$ cat config.mk
export PLATFORM = sky130hd
export DESIGN_NAME = wash_sequencer
export DESIGN_NICKNAME = d
export VERILOG_FILES = /design/src/rtl/wash_sequencer.sv
export SDC_FILE = /design/constraint.sdc
export NUM_CORES = 1
export LEC_CHECK = 0
export ABC_CLOCK_PERIOD_IN_PS = 6900
export CORE_MARGIN = 2
export CORE_UTILIZATION = 60
export CTS_CLUSTER_SIZE = 40
export DETAILED_ROUTE_END_ITERATION = 6
export GPL_ROUTABILITY_DRIVEN = 1
export PLACE_DENSITY = 0.89
export SYNTH_ARGS = -nofsm -noshare
export SYNTH_HDL_FRONTEND = slang
export SYNTH_SLANG_ARGS = --single-unit
$ cat constraint.sdc
create_clock -name clk -period 6.9 [get_ports clk]
set_clock_uncertainty 0.05 [all_clocks]
set_input_delay 1.725 -clock clk [delete_from_list [all_inputs] [get_ports clk]]
set_output_delay 1.725 -clock clk [all_outputs]
set_load 0.03 [all_outputs]
$ cat src/rtl/wash_sequencer.sv
// Execution core of the washing register machine: fetches from the program ROM, runs timed
// actuator ops against an external tick, loops via a counter. Optional pause: WASH_SEQ_PAUSE_EN.
module wash_sequencer #(
  parameter logic [7:0] START_PC = 8'd2,
  parameter logic [7:0] IDLE_PC  = 8'd0
) (
  input  logic        clk,
  input  logic        rst_n,
  input  logic        start,
  input  logic        tick,
`ifdef WASH_SEQ_PAUSE_EN
  input  logic        pause,
`endif
  input  logic [15:0] instr,
  output logic [7:0]  pc,
  output logic        fill_valve,
  output logic        drain_valve,
  output logic        motor_fwd,
  output logic        motor_rev,
  output logic        busy,
  output logic        err
);

  typedef enum logic [1:0] {StIdle, StExec, StTimed} state_e;

  state_e      state_q, state_d;
  logic [7:0]  pc_q, pc_d;
  logic [7:0]  cnt_q, cnt_d;
  logic [7:0]  timer_q, timer_d;
  // Actuator one-hot {rev, fwd, drain, fill}; sel_q remembers the op while act_q may be paused.
  logic [3:0]  sel_q, sel_d;
  logic [3:0]  act_q, act_d;
  logic        busy_q, busy_d;
  logic        err_q, err_d;

  logic [7:0]  opcode, operand, pc_inc;
  logic [3:0]  op_act;
  logic        hold;

  assign opcode  = instr[7:0];
  assign operand = instr[15:8];
  assign pc_inc  = pc_q + 8'd1;

`ifdef WASH_SEQ_PAUSE_EN
  assign hold = pause;
`else
  assign hold = 1'b0;
`endif

  always_comb begin
    case (opcode)
      8'h02:   op_act = 4'b0001;
      8'h03:   op_act = 4'b0010;
      8'h04:   op_act = 4'b0100;
      8'h05:   op_act = 4'b1000;
      default: op_act = 4'b0000;
    endcase
  end

  always_comb begin
    state_d = state_q;
    pc_d    = pc_q;
    cnt_d   = cnt_q;
    timer_d = timer_q;
    sel_d   = sel_q;
    act_d   = act_q;
    busy_d  = busy_q;
    err_d   = err_q;
    case (state_q)
      StIdle: begin
        if (start) begin
          pc_d    = START_PC;
          busy_d  = 1'b1;
          err_d   = 1'b0;
          state_d = StExec;
        end
      end
      StExec: begin
        case (opcode)
          8'h00: begin
            pc_d    = IDLE_PC;
            busy_d  = 1'b0;
            state_d = StIdle;
          end
          8'h01, 8'h02, 8'h03, 8'h04, 8'h05: begin
            // A zero-length timed op is a plain 1-clk no-op.
            if (operand != 8'd0) begin
              timer_d = operand;
              sel_d   = op_act;
              act_d   = op_act;
              state_d = StTimed;
            end else begin
              pc_d = pc_inc;
            end
          end
          8'h11: begin
            cnt_d = operand;
            pc_d  = pc_inc;
          end
          8'h12: begin
            cnt_d = cnt_q - 8'd1;
            pc_d  = pc_inc;
          end
          8'h21:   pc_d = (cnt_q == 8'd0) ? operand : pc_inc;
          8'h22:   pc_d = (cnt_q != 8'd0) ? operand : pc_inc;
          default: begin
            err_d   = 1'b1;
            pc_d    = IDLE_PC;
            busy_d  = 1'b0;
            state_d = StIdle;
          end
        endcase
      end
      StTimed: begin
        act_d = hold ? 4'b0000 : sel_q;
        if (tick && !hold) begin
          timer_d = timer_q - 8'd1;
          if (timer_q == 8'd1) begin
            act_d   = 4'b0000;
            pc_d    = pc_inc;
            state_d = StExec;
          end
        end
      end
      default: state_d = StIdle;
    endcase
  end

  always_ff @(posedge clk) begin
    if (!rst_n) begin
      state_q <= StIdle;
      pc_q    <= IDLE_PC;
      cnt_q   <= 8'd0;
      timer_q <= 8'd0;
      sel_q   <= 4'b0000;
      act_q   <= 4'b0000;
      busy_q  <= 1'b0;
      err_q   <= 1'b0;
    end else begin
      state_q <= state_d;
      pc_q    <= pc_d;
      cnt_q   <= cnt_d;
      timer_q <= timer_d;
      sel_q   <= sel_d;
      act_q   <= act_d;
      busy_q  <= busy_d;
      err_q   <= err_d;
    end
  end

  assign pc          = pc_q;
  assign fill_valve  = act_q[0];
  assign drain_valve = act_q[1];
  assign motor_fwd   = act_q[2];
  assign motor_rev   = act_q[3];
  assign busy        = busy_q;
  assign err         = err_q;

endmodule

Word-level counts from Yosys, hierarchy flattened
Cells that the tools add are included.
- $add $sub $neg: 3
- $mul: 0
- div/mod/pow operators: 0
- order comparisons: 0
- equality and inequality tests: 22
- shifts and indexed selects: 0
- mux-type cells: 31
- bitwise operators: 0
- reductions and logical operators: 22
- operators by type and width (kind ; count):
    2-to-1 mux 8 bit ; 9
    case mux 8 bit (2 select lines) ; 2
    case mux 8 bit (4 select lines) ; 1
    case mux 8 bit (3 select lines) ; 1
    equality test 8 x 1 -> 1 bit (second input constant) ; 2
    equality test 8 x 2 -> 1 bit (second input constant) ; 2
    equality test 8 x 3 -> 1 bit (second input constant) ; 2
    equality test 8 x 5 -> 1 bit (second input constant) ; 2
    equality test 8 x 6 -> 1 bit (second input constant) ; 2
    logical NOT 8 bit ; 2
    2-to-1 mux 4 bit ; 4
    != test 2 bit (second input constant) ; 8
    case mux 4 bit (4 select lines) ; 1
    nonzero test 8 bit ; 2
    subtractor 8 x 1 -> 8 bit (second input constant) ; 2
    AND reduction 3 bit ; 4
    AND reduction 5 bit ; 2
    OR reduction 10 bit ; 1
    OR reduction 9 bit ; 1
    adder 8 x 1 -> 8 bit (second input constant) ; 1
    2-to-1 mux 2 bit ; 4
    case mux 4 bit (2 select lines) ; 1
    != test 3 bit (second input constant) ; 2
    case mux 2 bit (3 select lines) ; 1
    other kinds (13) ; 19
- flip-flop bits (word level): 36
- latch bits: 0
- memory bits (writable): 0
- bits in read-only memories: 0
- input bits: 20
- logic and storage cells: 86
- memories: 0

Depth between registers and ports, before layout
- depth in word-level cells: 5
- gate-level depth with buffers: 9
- gate-level depth less buffers: 8

Least setup slack after synthesis
OpenSTA, ideal clock, no wires.
- path type: in2reg
- from: input instr[4]
- to: register pc_q[3] (netlist: pc[3])
- library setup time: 0.140 ns
- data arrival time: 3.398 ns
- data required time: 6.710 ns
- setup slack: 3.311 ns
- stages on the path: 8
- path through: buf_6 -> or4_4 -> nand4b_4 -> a2bb2oi_1 -> and4_1 -> buf_6 -> a32oi_1 -> o311ai_1
- longest elaborated chain between the ends: 4
- elaborated cells between the ends (all ways): 15
- RTL lines (what ; line ; RTL):
    start: declaration ; 14 ; input logic [15:0] instr,
    equality test 8 x 1 -> 1 bit (tied with other cells) ; 79 ; case (opcode)
    OR reduction 5 bit / OR reduction 2 bit (equally long branches) ; - ;
    case mux 8 bit (4 select lines) / != test 3 bit (equally long branches) ; - ;
    case mux 8 bit (3 select lines) / AND reduction 5 bit (equally long branches) ; - ;
    end signal: assignment ; 141 ; pc_q <= pc_d;
    end: declaration ; 27 ; logic [7:0] pc_q, pc_d;
Parallel ways exist; a longest one is shown, timed or not.
A chain may end at the register's enable or synchronous reset.

Final worst setup path
- from: input instr[4]
- to: register timer_q[7]
- longest elaborated chain between the ends: 4
- elaborated cells between the ends (all ways): 8
- RTL lines (what ; line ; RTL):
    equality test 8 x 1 -> 1 bit (tied with other cells) ; 79 ;
    OR reduction 5 bit (*) ; 79 ;
    != test 2 bit (no line) (*) ; - ;
    AND reduction 4 bit (no line) (*) ; - ;
    end signal: assignment ; 143 ; timer_q <= timer_d;
    end: declaration ; 29 ; logic [7:0] timer_q, timer_d;
Mark *: on every way between the ends. The rest lies on a longest branch, timed or not.

==> results summary <==
The run finished with clean final reports. Entering global routing, the biggest net connects 35 pins. The H-tree was split into 2 levels.

The antenna diode count came out at 0. The first-iteration detailed-routing DRC count came out at around 210. The fraction of layout cells with a size suffix above 1 came out at 0.0718.

At the end of the flow, the number of nets in the layout was ~380. The worst setup path is of the input port to flip-flop kind. The final number of setup-violating endpoints is 0.

The first-pass GRT wire length came out at between 10,000 and 15,000 um. The number of enable-type register cells in the synthesized netlist is 0. The net count of the mapped netlist came out at roughly 350. The floorplan step set the die height to 69.4 um. Walking the worst path, the cells encountered are clkdlybuf4s50_1, or4_4, nand4b_4, o22ai_4, o21ai_2, o21ba_1, o221a_1. TritonCTS built the clock tree. The worst slew margin relative to its limit came out at 0.250. The floorplan has 23 rows. Relative to the synthesized area, the layout overhead comes to 15.2%. The HPWL after detailed placement came out at around 4700 um.

The final setup TNS came out at 0 ps. The total overflow left after global routing is 0. In the layout the commonest cells are 38 x sky130_fd_sc_hd__nor2_1, 36 x sky130_fd_sc_hd__dfxtp_1, 33 x sky130_fd_sc_hd__clkdlybuf4s50_1. The width of the die came out at roughly 69 um.

Among all flip-flop cells after synthesis, the most frequent one is sky130_fd_sc_hd__dfxtp_1. The required time of the critical path is 7090 ps. In the final routed layout, each cell accounts on average for 16.4 um. The remaining antenna violation count after routing is 0. The total of buffers placed on input and output ports is 33.

The quantity of gates resized following cts came out at 0. The most common library cell in the layout ignoring fill and taps is sky130_fd_sc_hd__nor2_1. The die covers ~4800 um2.

The highest achievable clock rate came out at 252 MHz. A synthesized cell averages approximately 8 um2. The final wirelength came out at ~6500 um. The clock-pin slew of the registers on the worst-case setup and hold paths came out at around 80 ps. The number of setup buffers added after CTS came out at 0. Clock tree synthesis selected as its root buffer the cell sky130_fd_sc_hd__clkbuf_8. The number of hold buffers added after cts is 0. Synthesis inferred 36 register bits.

The worst-case IR drop observed on VDD is ~0.00023 V. The power per cell area is 254 nW/um2. The number of standard cells after synthesis is ~330. Across every metal layer, demand over resource in global routing totals 0.274. The final period demand of the worst path came out at 3980 ps. The post-synth design cell area came out at around 2600 um2. The max-slew violation count is 0.

The pin slew with the least headroom to its limit is roughly 1100 ps. The element type at the critical path end is a flip-flop. The class of the worst hold path is flip-flop to flip-flop. The number of distinct library cell variants in the gate-level netlist after synthesis came out at 65. The number of global-route vias before repair is 2,460. The startpoint class of the critical path is an input port. The share of the yosys chip area belonging to registers is 0.281. On the worst path, the slowest cell contributes a delay of roughly 630 ps. The placeable core area is ~4100 um2. The last weighted congestion value of the routability-driven placer is just under 0.9. After synthesis, the share of flip-flops with an asynchronous set or reset is 0. The number of primary I/O pins is 34. The leakage power came out at about 1.1 nW. The number of failing hold endpoints at the final stage is 0.

The detailed-route via count is roughly 2,600. The clock latency reported for the late side of the worst-skew pair came out at about 300 ps. The max capacitance violation total is 0.

STA puts the critical path data arrival time at 4170 ps. Dividing the final minimum period by the clock period gives 0.576. On the critical path, the stage with the largest delay is an instance of sky130_fd_sc_hd__or4_4. The routed via count divided by cell count is between 6 and 7. The worst-case clock buffer depth came out at 2. Setup repair after global routing left no endpoint under its margin. The sink count of the clock tree came out at 36. The starting utilization of the core area is 0.632. The count of warnings emitted by yosys is 0. In the routed design, unresolved DRC markers number 0. The number of clock buffers added by TritonCTS is 5. The initial antenna violation count is 0. The post-route core utilization is 0.728.

Of all nets on the critical path, the largest fanout is 16. The number of search-and-repair iterations in the first detailed-routing pass came out at 5. Fill cells in the final layout number about 340.
## registers in the layout (all words and copies together) (netlist names)
signal   flops
cnt_q        8
busy         1
timer_q      8
sel_q        4
state_q      2
err          1
act_q        4
pc           8
## layout make-up
class,instances,area (um2),share of cell area
inverter,12,45.0,0.0152
clock inverter,1,5.00,0.00169
sequential,36,721,0.244
clock buffer,6,72.6,0.0246
tap,50,62.6,0.0212
timing repair buffer,34,338,0.114
multi-input combinational,259,1710,0.579
## cells by family after synthesis
group                      count (synthesis)  share of synthesized area
DFF                                       36                      0.281
muxes                                      1                    0.00390
and+or+nand+nor                          138                      0.297
xor gates and xnor gates                   5                     0.0171
buffers and inverters                     30                     0.0522
adders and majority gates                  8                     0.0390
AOI/OAI and AO/OA                        107                      0.310
## critical path, delay by kind of cell
kind / cells / cell delay (ps)
buffers and inverters: 1 / 550
AO/OA/AOI/OAI: 4 / 1010
AND/OR/NAND/NOR: 2 / 880
## synth_stat cells, types with 4 or more instances
master                     number  share of area
sky130_fd_sc_hd__or2_2          4         0.0098
sky130_fd_sc_hd__nor3b_1        5          0.015
sky130_fd_sc_hd__nor2b_1        5          0.012
sky130_fd_sc_hd__buf_2          5         0.0098
sky130_fd_sc_hd__and2_1         9          0.022
sky130_fd_sc_hd__ha_1           8          0.039
sky130_fd_sc_hd__inv_1         11          0.016
sky130_fd_sc_hd__dfxtp_1       36           0.28
sky130_fd_sc_hd__nor2_1        38          0.056
sky130_fd_sc_hd__and3_1         4         0.0098
sky130_fd_sc_hd__nand3_1        7          0.014
sky130_fd_sc_hd__o211ai_1       5          0.015
sky130_fd_sc_hd__nand2_1       25          0.037
sky130_fd_sc_hd__a32oi_1        4          0.014
sky130_fd_sc_hd__o211a_1        4          0.016
sky130_fd_sc_hd__o221a_1        7          0.031
sky130_fd_sc_hd__nor4_1         8          0.020
sky130_fd_sc_hd__o21ai_1        5         0.0098
sky130_fd_sc_hd__nor4b_1        4          0.014
sky130_fd_sc_hd__nand4_1        4         0.0098
sky130_fd_sc_hd__clkbuf_1      11          0.016
sky130_fd_sc_hd__nor3_1         6          0.012
sky130_fd_sc_hd__a31oi_1        9          0.022
sky130_fd_sc_hd__a21oi_1       20          0.039
sky130_fd_sc_hd__or4b_1         4          0.016
sky130_fd_sc_hd__o21ai_0       19          0.037
sky130_fd_sc_hd__a21boi_1       4          0.012
## power breakdown
part / internal, mW / switching (mW) / total, mW
combinational: 0.133 / 0.204 / 0.337
sequential: 0.238 / 0.0295 / 0.267
clock: 0.0687 / 0.0784 / 0.147
total: 0.440 / 0.312 / 0.752
## routing by layer
| metal | vias to the layer above | global-route usage | routed length (um) |
|---|---|---|---|
| met3 | 19 | 0.0465 | 389 |
| met1 | 1250 | 0.361 | 2920 |
| met5 | - | 0 | 0 |
| met4 | 0 | 0.102 | 140 |
| met2 | 99 | 0.448 | 3100 |
| li1 | 1260 | - | - |
## path summary, 6_finish.rpt
path,startpoint,endpoint,slack [ps],cells after the start
min reg2reg,sel_q[2],sel_q[2],410,2
max reg2reg,timer_q[2],pc[3],4360,6
min,sel_q[2],sel_q[2],410,2
max,instr[4],timer_q[7],2920,7
## through the flow
step	setup slack [ps]	hold WS, ps	instances	area (um2)	power, mW
final	2920	410	398	2950	0.752
after global routing	2770	452	398	2950	0.793
after CTS	2950	412	398	2950	0.748
after detailed placement	2660	402	391	2880	0.602
after global placement	2730	395	391	2880	0.589
after floorplan	3310	381	325	2560	0.509
Note: power is estimated with default switching activity, not from simulation.
